**src/rtl/reg_rename_file_pkg.sv**
```systemverilog
`default_nettype none
// ============================================================================
// Module      : reg_rename_file_pkg
// Description : Shared widths, typedefs and constants for the register
//               rename file and its read ports.
// Revision    : 1.0 - initial release
// ============================================================================
package reg_rename_file_pkg;

  // Default configuration of the register/tag store
  localparam int unsigned C_XLEN_DEF  = 32;
  localparam int unsigned C_NREG_DEF  = 32;
  localparam int unsigned C_TAG_W_DEF = 4;
  localparam int unsigned C_NRD_DEF   = 2;
  localparam int unsigned C_IDX_W_DEF = $clog2(C_NREG_DEF);

  typedef logic [C_IDX_W_DEF-1:0] reg_idx_t;
  typedef logic [C_TAG_W_DEF-1:0] rob_tag_t;
  typedef logic [C_XLEN_DEF-1:0]  xlen_word_t;

  // Hardwired-zero architectural register
  localparam reg_idx_t C_REG_ZERO = '0;

endpackage : reg_rename_file_pkg
`default_nettype wire

```
**src/rtl/rf_read_port.sv**
```systemverilog
`default_nettype none
// ============================================================================
// Module      : rf_read_port
// Description : One combinational read port of the rename file. Selects
//               value, busy bit and ROB tag for a register index; x0 always
//               reads as zero / not busy. With REGFILE_BYPASS_EN defined, a
//               same-cycle commit to the read index is forwarded.
// Revision    : 1.0 - initial release
// ============================================================================
module rf_read_port
  import reg_rename_file_pkg::*;
#(
  parameter int unsigned XLEN  = C_XLEN_DEF,
  parameter int unsigned NREG  = C_NREG_DEF,
  parameter int unsigned TAG_W = C_TAG_W_DEF
) (
  input  logic [$clog2(NREG)-1:0] idx_i,
  input  logic [XLEN-1:0]         regs_i [NREG],
  input  logic [NREG-1:0]         busy_i,
  input  logic [TAG_W-1:0]        tags_i [NREG],
  input  logic                    byp_en_i,
  input  logic [$clog2(NREG)-1:0] cmt_rd_i,
  input  logic [TAG_W-1:0]        cmt_tag_i,
  input  logic [XLEN-1:0]         cmt_val_i,
  output logic [XLEN-1:0]         val_o,
  output logic                    busy_o,
  output logic [TAG_W-1:0]        tag_o
);

  localparam int unsigned IDX_W = $clog2(NREG);

  logic [XLEN-1:0]  w_val;
  logic             w_busy;
  logic [TAG_W-1:0] w_tag;

`ifndef REGFILE_BYPASS_EN
  // Commit inputs only matter when forwarding is built in
  logic w_unused_byp;
  assign w_unused_byp = ^{byp_en_i, cmt_rd_i, cmt_tag_i, cmt_val_i};
`endif

  // Select registered state, optionally forward a same-cycle commit, mask x0
  always_comb begin
    w_val  = regs_i[idx_i];
    w_busy = busy_i[idx_i];
    w_tag  = tags_i[idx_i];
`ifdef REGFILE_BYPASS_EN
    // byp_en_i already excludes x0 and idle/stalled cycles
    if (byp_en_i && (idx_i == cmt_rd_i)) begin
      w_val = cmt_val_i;
      if (w_busy && (w_tag == cmt_tag_i)) begin
        w_busy = 1'b0;
      end
    end
`endif
    if (idx_i == IDX_W'(C_REG_ZERO)) begin
      w_val  = '0;
      w_busy = 1'b0;
      w_tag  = '0;
    end
  end

  assign val_o  = w_val;
  assign busy_o = w_busy;
  assign tag_o  = w_tag;

endmodule : rf_read_port
`default_nettype wire

```
**src/rtl/reg_rename_file.sv**
```systemverilog
`default_nettype none
// ============================================================================
// Module      : reg_rename_file
// Description : Architectural register file with per-register rename state
//               (busy bit + ROB tag), tag-qualified commit, global flush,
//               live busy-register counter and NRD combinational read ports.
//               Optional feature macro: REGFILE_BYPASS_EN (commit-to-read
//               forwarding inside each read port).
// Revision    : 1.0 - initial release
// ============================================================================
module reg_rename_file
  import reg_rename_file_pkg::*;
#(
  parameter int unsigned XLEN  = C_XLEN_DEF,
  parameter int unsigned NREG  = C_NREG_DEF,
  parameter int unsigned TAG_W = C_TAG_W_DEF,
  parameter int unsigned NRD   = C_NRD_DEF
) (
  input  logic                        clk_in,
  input  logic                        rst_in,
  input  logic                        rdy_in,
  input  logic                        ren_valid,
  input  logic [$clog2(NREG)-1:0]     ren_rd,
  input  logic [TAG_W-1:0]            ren_tag,
  input  logic                        cmt_valid,
  input  logic [$clog2(NREG)-1:0]     cmt_rd,
  input  logic [TAG_W-1:0]            cmt_tag,
  input  logic [XLEN-1:0]             cmt_val,
  input  logic                        flush_in,
  input  logic [NRD*$clog2(NREG)-1:0] rd_idx,
  output logic [NRD*XLEN-1:0]         rd_val,
  output logic [NRD-1:0]              rd_busy,
  output logic [NRD*TAG_W-1:0]        rd_tag,
  output logic [$clog2(NREG):0]       busy_cnt
);

  localparam int unsigned IDX_W = $clog2(NREG);

  logic [XLEN-1:0]  regs_q [NREG];
  logic [NREG-1:0]  busy_q, busy_d;
  logic [TAG_W-1:0] tag_q  [NREG];
  logic [TAG_W-1:0] tag_d  [NREG];
  logic [IDX_W:0]   cnt_q, cnt_d;

  logic w_flush;
  logic w_cmt_ok;
  logic w_ren_ok;
  logic w_cmt_match;
  logic w_same_rd;
  logic w_cnt_inc;
  logic w_cnt_dec;

  // Qualified requests: nothing acts while stalled, x0 is never a target,
  // and a flush squashes the rename issued alongside it
  assign w_flush     = rdy_in & flush_in;
  assign w_cmt_ok    = rdy_in & cmt_valid & (cmt_rd != IDX_W'(C_REG_ZERO));
  assign w_ren_ok    = rdy_in & ren_valid & ~flush_in & (ren_rd != IDX_W'(C_REG_ZERO));
  assign w_cmt_match = w_cmt_ok & busy_q[cmt_rd] & (tag_q[cmt_rd] == cmt_tag);
  assign w_same_rd   = w_ren_ok & (ren_rd == cmt_rd);
  // A re-rename of a busy register and a matching commit overridden by a
  // rename of the same register both leave the population unchanged
  assign w_cnt_inc   = w_ren_ok & ~busy_q[ren_rd];
  assign w_cnt_dec   = w_cmt_match & ~w_same_rd;

  // Next rename state: commit clears first, rename then overrides
  always_comb begin
    busy_d = busy_q;
    tag_d  = tag_q;
    cnt_d  = cnt_q;
    if (w_flush) begin
      busy_d = '0;
      cnt_d  = '0;
    end else begin
      if (w_cmt_match) begin
        busy_d[cmt_rd] = 1'b0;
      end
      if (w_ren_ok) begin
        busy_d[ren_rd] = 1'b1;
        tag_d[ren_rd]  = ren_tag;
      end
      cnt_d = cnt_q + (IDX_W+1)'(w_cnt_inc) - (IDX_W+1)'(w_cnt_dec);
    end
  end

  // Register values: every qualified commit writes, even stale or flushed ones
  always_ff @(posedge clk_in or posedge rst_in) begin
    if (rst_in) begin
      for (int i = 0; i < int'(NREG); i++) begin
        regs_q[i] <= '0;
      end
    end else if (w_cmt_ok) begin
      regs_q[cmt_rd] <= cmt_val;
    end
  end

  // Rename state and busy counter
  always_ff @(posedge clk_in or posedge rst_in) begin
    if (rst_in) begin
      busy_q <= '0;
      cnt_q  <= '0;
      for (int i = 0; i < int'(NREG); i++) begin
        tag_q[i] <= '0;
      end
    end else begin
      busy_q <= busy_d;
      tag_q  <= tag_d;
      cnt_q  <= cnt_d;
    end
  end

  assign busy_cnt = cnt_q;

  for (genvar k = 0; k < int'(NRD); k++) begin : g_rd_port
    rf_read_port #(
      .XLEN  (XLEN),
      .NREG  (NREG),
      .TAG_W (TAG_W)
    ) u_rd_port (
      .idx_i     (rd_idx[k*IDX_W +: IDX_W]),
      .regs_i    (regs_q),
      .busy_i    (busy_q),
      .tags_i    (tag_q),
      .byp_en_i  (w_cmt_ok),
      .cmt_rd_i  (cmt_rd),
      .cmt_tag_i (cmt_tag),
      .cmt_val_i (cmt_val),
      .val_o     (rd_val[k*XLEN +: XLEN]),
      .busy_o    (rd_busy[k]),
      .tag_o     (rd_tag[k*TAG_W +: TAG_W])
    );
  end

endmodule : reg_rename_file
`default_nettype wire

```
**config.mk**
```make
export PLATFORM = sky130hd
export DESIGN_NAME = reg_rename_file
export DESIGN_NICKNAME = d
export VERILOG_FILES = /design/src/rtl/reg_rename_file_pkg.sv /design/src/rtl/rf_read_port.sv /design/src/rtl/reg_rename_file.sv
export SDC_FILE = /design/constraint.sdc
export NUM_CORES = 2
export LEC_CHECK = 0
export CAP_MARGIN = 20
export CORE_UTILIZATION = 60
export DETAILED_ROUTE_END_ITERATION = 12
export PLACE_DENSITY = 0.74
export RECOVER_POWER = 100
export SYNTH_ARGS = -nofsm -noshare
export SYNTH_HDL_FRONTEND = slang
export SYNTH_SLANG_ARGS = --single-unit
```
**constraint.sdc**
```tcl
create_clock -name clk_in -period 47.9 [get_ports clk_in]
set_input_delay 9.58 -clock clk_in [delete_from_list [all_inputs] [get_ports clk_in]]
set_output_delay 9.58 -clock clk_in [all_outputs]
set_load 0.005 [all_outputs]
```
==> results.py <==
metrics = {
    "critical_path": {
        "cpMostUsedCell": "clkbuf_1",
        "rr_startpoint": "tag_q[66]",
        "cp_max_fo": 68,
        "crit_slowest_cell": "clkbuf_1",
        "critical_path_buf_inv_count": 5,
        "crit_arrival_ps": 23550,
        "crit_family": "buffers and inverters",
        "reg2reg_depth": 17,
        "r2r_slack_ps": 43070,
        "path_cells": "clkbuf_1 -> clkbuf_1 -> clkbuf_1 -> clkbuf_1 -> mux4_2 -> mux4_2 -> mux2i_1 -> nor2_1 -> dlygate4sd3_1",
        "worstSetupEndpointType": "output port",
        "timing.rr.end": "busy_cnt[4]",
        "worstSetupPathType": "in -> out",
        "start_kind": "primary input",
        "cp.required_ps": 38320,
        "cpPeakStageDelay_ps": 4150,
    },
    "finish": {
        "drive_gt1_share_pct": 51.7,
        "layout-area-overhead-vs-synth_pct": 9.68,
        "utilization_pct": 66.5,
        "final_common_cell": "dfrtp_1",
        "layout.nets": 4037,
        "final_cell_mix": "dfrtp_1 (1190), mux2_2 (1086), mux4_2 (758)",
    },
    "floorplan": {
        "fp.dieH_um": 331,
        "rows": 120,
        "core_area_um2": 107000,
        "initial_core_util_pct": 60.6,
        "dieArea_um2": 110000,
        "die_width_um": 331,
        "ios": 146,
    },
    "clock_tree": {
        "clk_pin_slew_worst_paths_ps": 60,
        "cts_tree": "yes",
        "clock_latency_ps": 760,
        "cts_buffers": 131,
        "holdBufCountCts": 0,
        "clk_path_buf_depth": 3,
        "post_cts_resized": 0,
        "post_cts_buffers": 0,
        "cts_root_buf": "clkbuf_16",
        "cts_sinks": 1190,
        "h-tree-depth": 4,
    },
    "hold_path": {
        "min_from": "regs_q[993]",
        "hold_class": "reg -> reg",
        "min_to": "regs_q[993]",
        "min_path_cells": 0,
    },
    "synth": {
        "synthCells": 4067,
        "synth-edff-count": 0,
        "yosys_most_used_dff": "dfrtp_1",
        "syn_area_um2": 65000,
        "ys_seq_elements": 1190,
        "syn_nets": 4140,
        "avgSynthCellArea_um2": 16.0,
        "synth_seq_area_share_pct": 45.8,
        "synth_async_sr_flop_share_pct": 100,
        "ys.warnings.count": 0,
        "yosysUniqueCellTypes": 50,
    },
    "power": {
        "ir_drop_mv": 0.0339,
        "switching_share_pct": 25.8,
        "p_per_area_nw_per_um2": 38.3,
        "sequentialPowerShare_pct": 44.6,
        "p_int_w": 0.00203,
        "switchingPower_w": 0.000704,
        "p_leak_nw": 31.2,
        "power_frac_comb_pct": 17.2,
        "clock_power_share_pct": 38.3,
    },
    "sta": {
        "tns_ps": 0,
        "rsz0062_at_grt": "false",
        "maxSlewHeadroom_pct": -531,
        "clock-skew-final_ps": 21.0,
        "finalHoldViolCount": 0,
        "max_freq_mhz": 30.2,
        "finalSetupViolCount": 0,
        "worst_pin_slew_ps": 9470,
        "period_share_pct": 69.2,
        "fin_ws_ps": 14770,
        "min_period_ps": 33130,
        "slew_viol_final": 2715,
        "hold_ws_ps": 394,
    },
    "drt": {
        "num_vias": 39800,
        "ant_nets": 0,
        "viasPerCell": 7.29,
        "wirelength_um": 186000,
        "drtPass1Iterations": 5,
        "drt_iter0_markers": 3820,
        "drcViolationCount": 0,
        "wire_per_inst_um": 34.1,
    },
    "outcome": {
        "status": "finished with violations",
        "violations": "max-capacitance violations, max-slew violations",
    },
    "placed_design": {
        "pre_cts_ws_ps": 23590,
        "io_buffers": 145,
        "dpl.hpwl_um": 105000,
        "routabilityCongestion": 0.901,
    },
    "global_route": {
        "grt-ovfl-total": 0,
        "grt_antenna_before_repair": 8,
        "grt_pass1_vias": 41200,
        "grtUsageTotal_pct": 35.3,
        "grt_pass1_wl_um": 280000,
        "grt_max_degree": 190,
    },
    "run": {
        "max_cap_viol_count": 66,
    },
}
==> worst max path at each step <==
stage              start          end  slack (ps)  depth (start not counted)
6_report       rd_idx[5]   rd_val[49]       14770                          9
5_1_grt        rd_idx[5]   rd_val[49]       12880                          9
4_1_cts        rd_idx[5]   rd_val[49]       23580                          9
3_5_place_dp   rd_idx[5]   rd_val[49]       23590                          9
3_3_place_gp   rd_idx[5]   rd_val[49]       23600                          9
2_1_floorplan     rst_in  busy_cnt[0]        4800                          1
==> power by group through the flow <==
stage	clock, W	sequential (W)	combinational (W)
floorplan	0	0.00121	0.000357
global placement	0	0.00122	0.000461
detailed placement	0	0.00123	0.000471
CTS	0.00106	0.00122	0.000473
global route	0.00110	0.00123	0.000500
finish	0.00105	0.00122	0.000469
==> sequential cells by signal, indices dropped and copies added, names as in the netlist <==
register	count
tag_q	128
busy_q	32
busy_cnt	6
regs_q	1024
==> worst reg2reg max path: cells and delay by family (launching register included) <==
family          cells  cell delay (ps)
simple gates        6              980
mux                 1              510
buf+inv             2             1180
xor+xnor            2              310
fa+ha+maj           3              910
compound gates      3              380
flops               1              400
==> layout make-up <==
type / instances / area, µm²
fill: 7427 / 35900
multi-input combinational: 2410 / 33300
antenna: 1 / 2.50
clock inverter: 43 / 577
timing repair buffer: 223 / 1990
clock buffer: 189 / 3860
sequential: 1190 / 29800
inverter: 8 / 31.3
tap: 1403 / 1760
==> logic make-up (layout without fill, tap and decap cells) <==
kind of cell,Yosys count,after routing,share of synthesized area (%)
flops,1190,1190,45.8
simple gates,281,281,2.22
xor+xnor,14,14,0.189
compound gates,97,97,0.912
fa+ha+maj,7,7,0.146
buf+inv,467,463,3.03
mux,2011,2011,47.7
other cells,0,1,0
==> per-stage QoR <==
| stage | instances | total power, W | cell area, µm² |
|---|---|---|---|
| 2_1_floorplan | 4067 | 0.00156 | 65000 |
| 3_3_place_gp | 5225 | 0.00168 | 67100 |
| 3_5_place_dp | 5227 | 0.00170 | 67200 |
| 4_1_cts | 5459 | 0.00275 | 71600 |
| 5_1_grt | 5467 | 0.00283 | 71300 |
| 6_report | 5467 | 0.00273 | 71300 |
==> per-layer routing <==
layer	vias to the layer above	share of wire [%]	track usage, %
met1	21700	39	49.3
met2	1959	48	54.8
met4	10	3.7	12.8
li1	15700	-	-
met3	443	9.1	8.33
met5	-	0.035	0
==> cells in the mapped netlist (6+ instances only) <==
cell type	count	area, µm²
a21oi_1	41	205
a22oi_1	16	120
buf_1	45	169
buf_2	158	791
clkbuf_1	252	946
dfrtp_1	1190	29800
ha_1	6	75.1
inv_1	8	30.0
mux2_1	31	349
mux2_2	1086	12200
mux2i_1	136	1360
mux4_2	758	17100
nand2_1	45	169
nand2b_1	7	43.8
nand3_1	6	30.0
nor2_1	128	480
nor4_1	24	150
nor4b_1	15	131
o22ai_1	28	175
xnor2_1	6	52.6
xor2_1	8	70.1
Note: power is estimated with default switching activity, not from simulation.
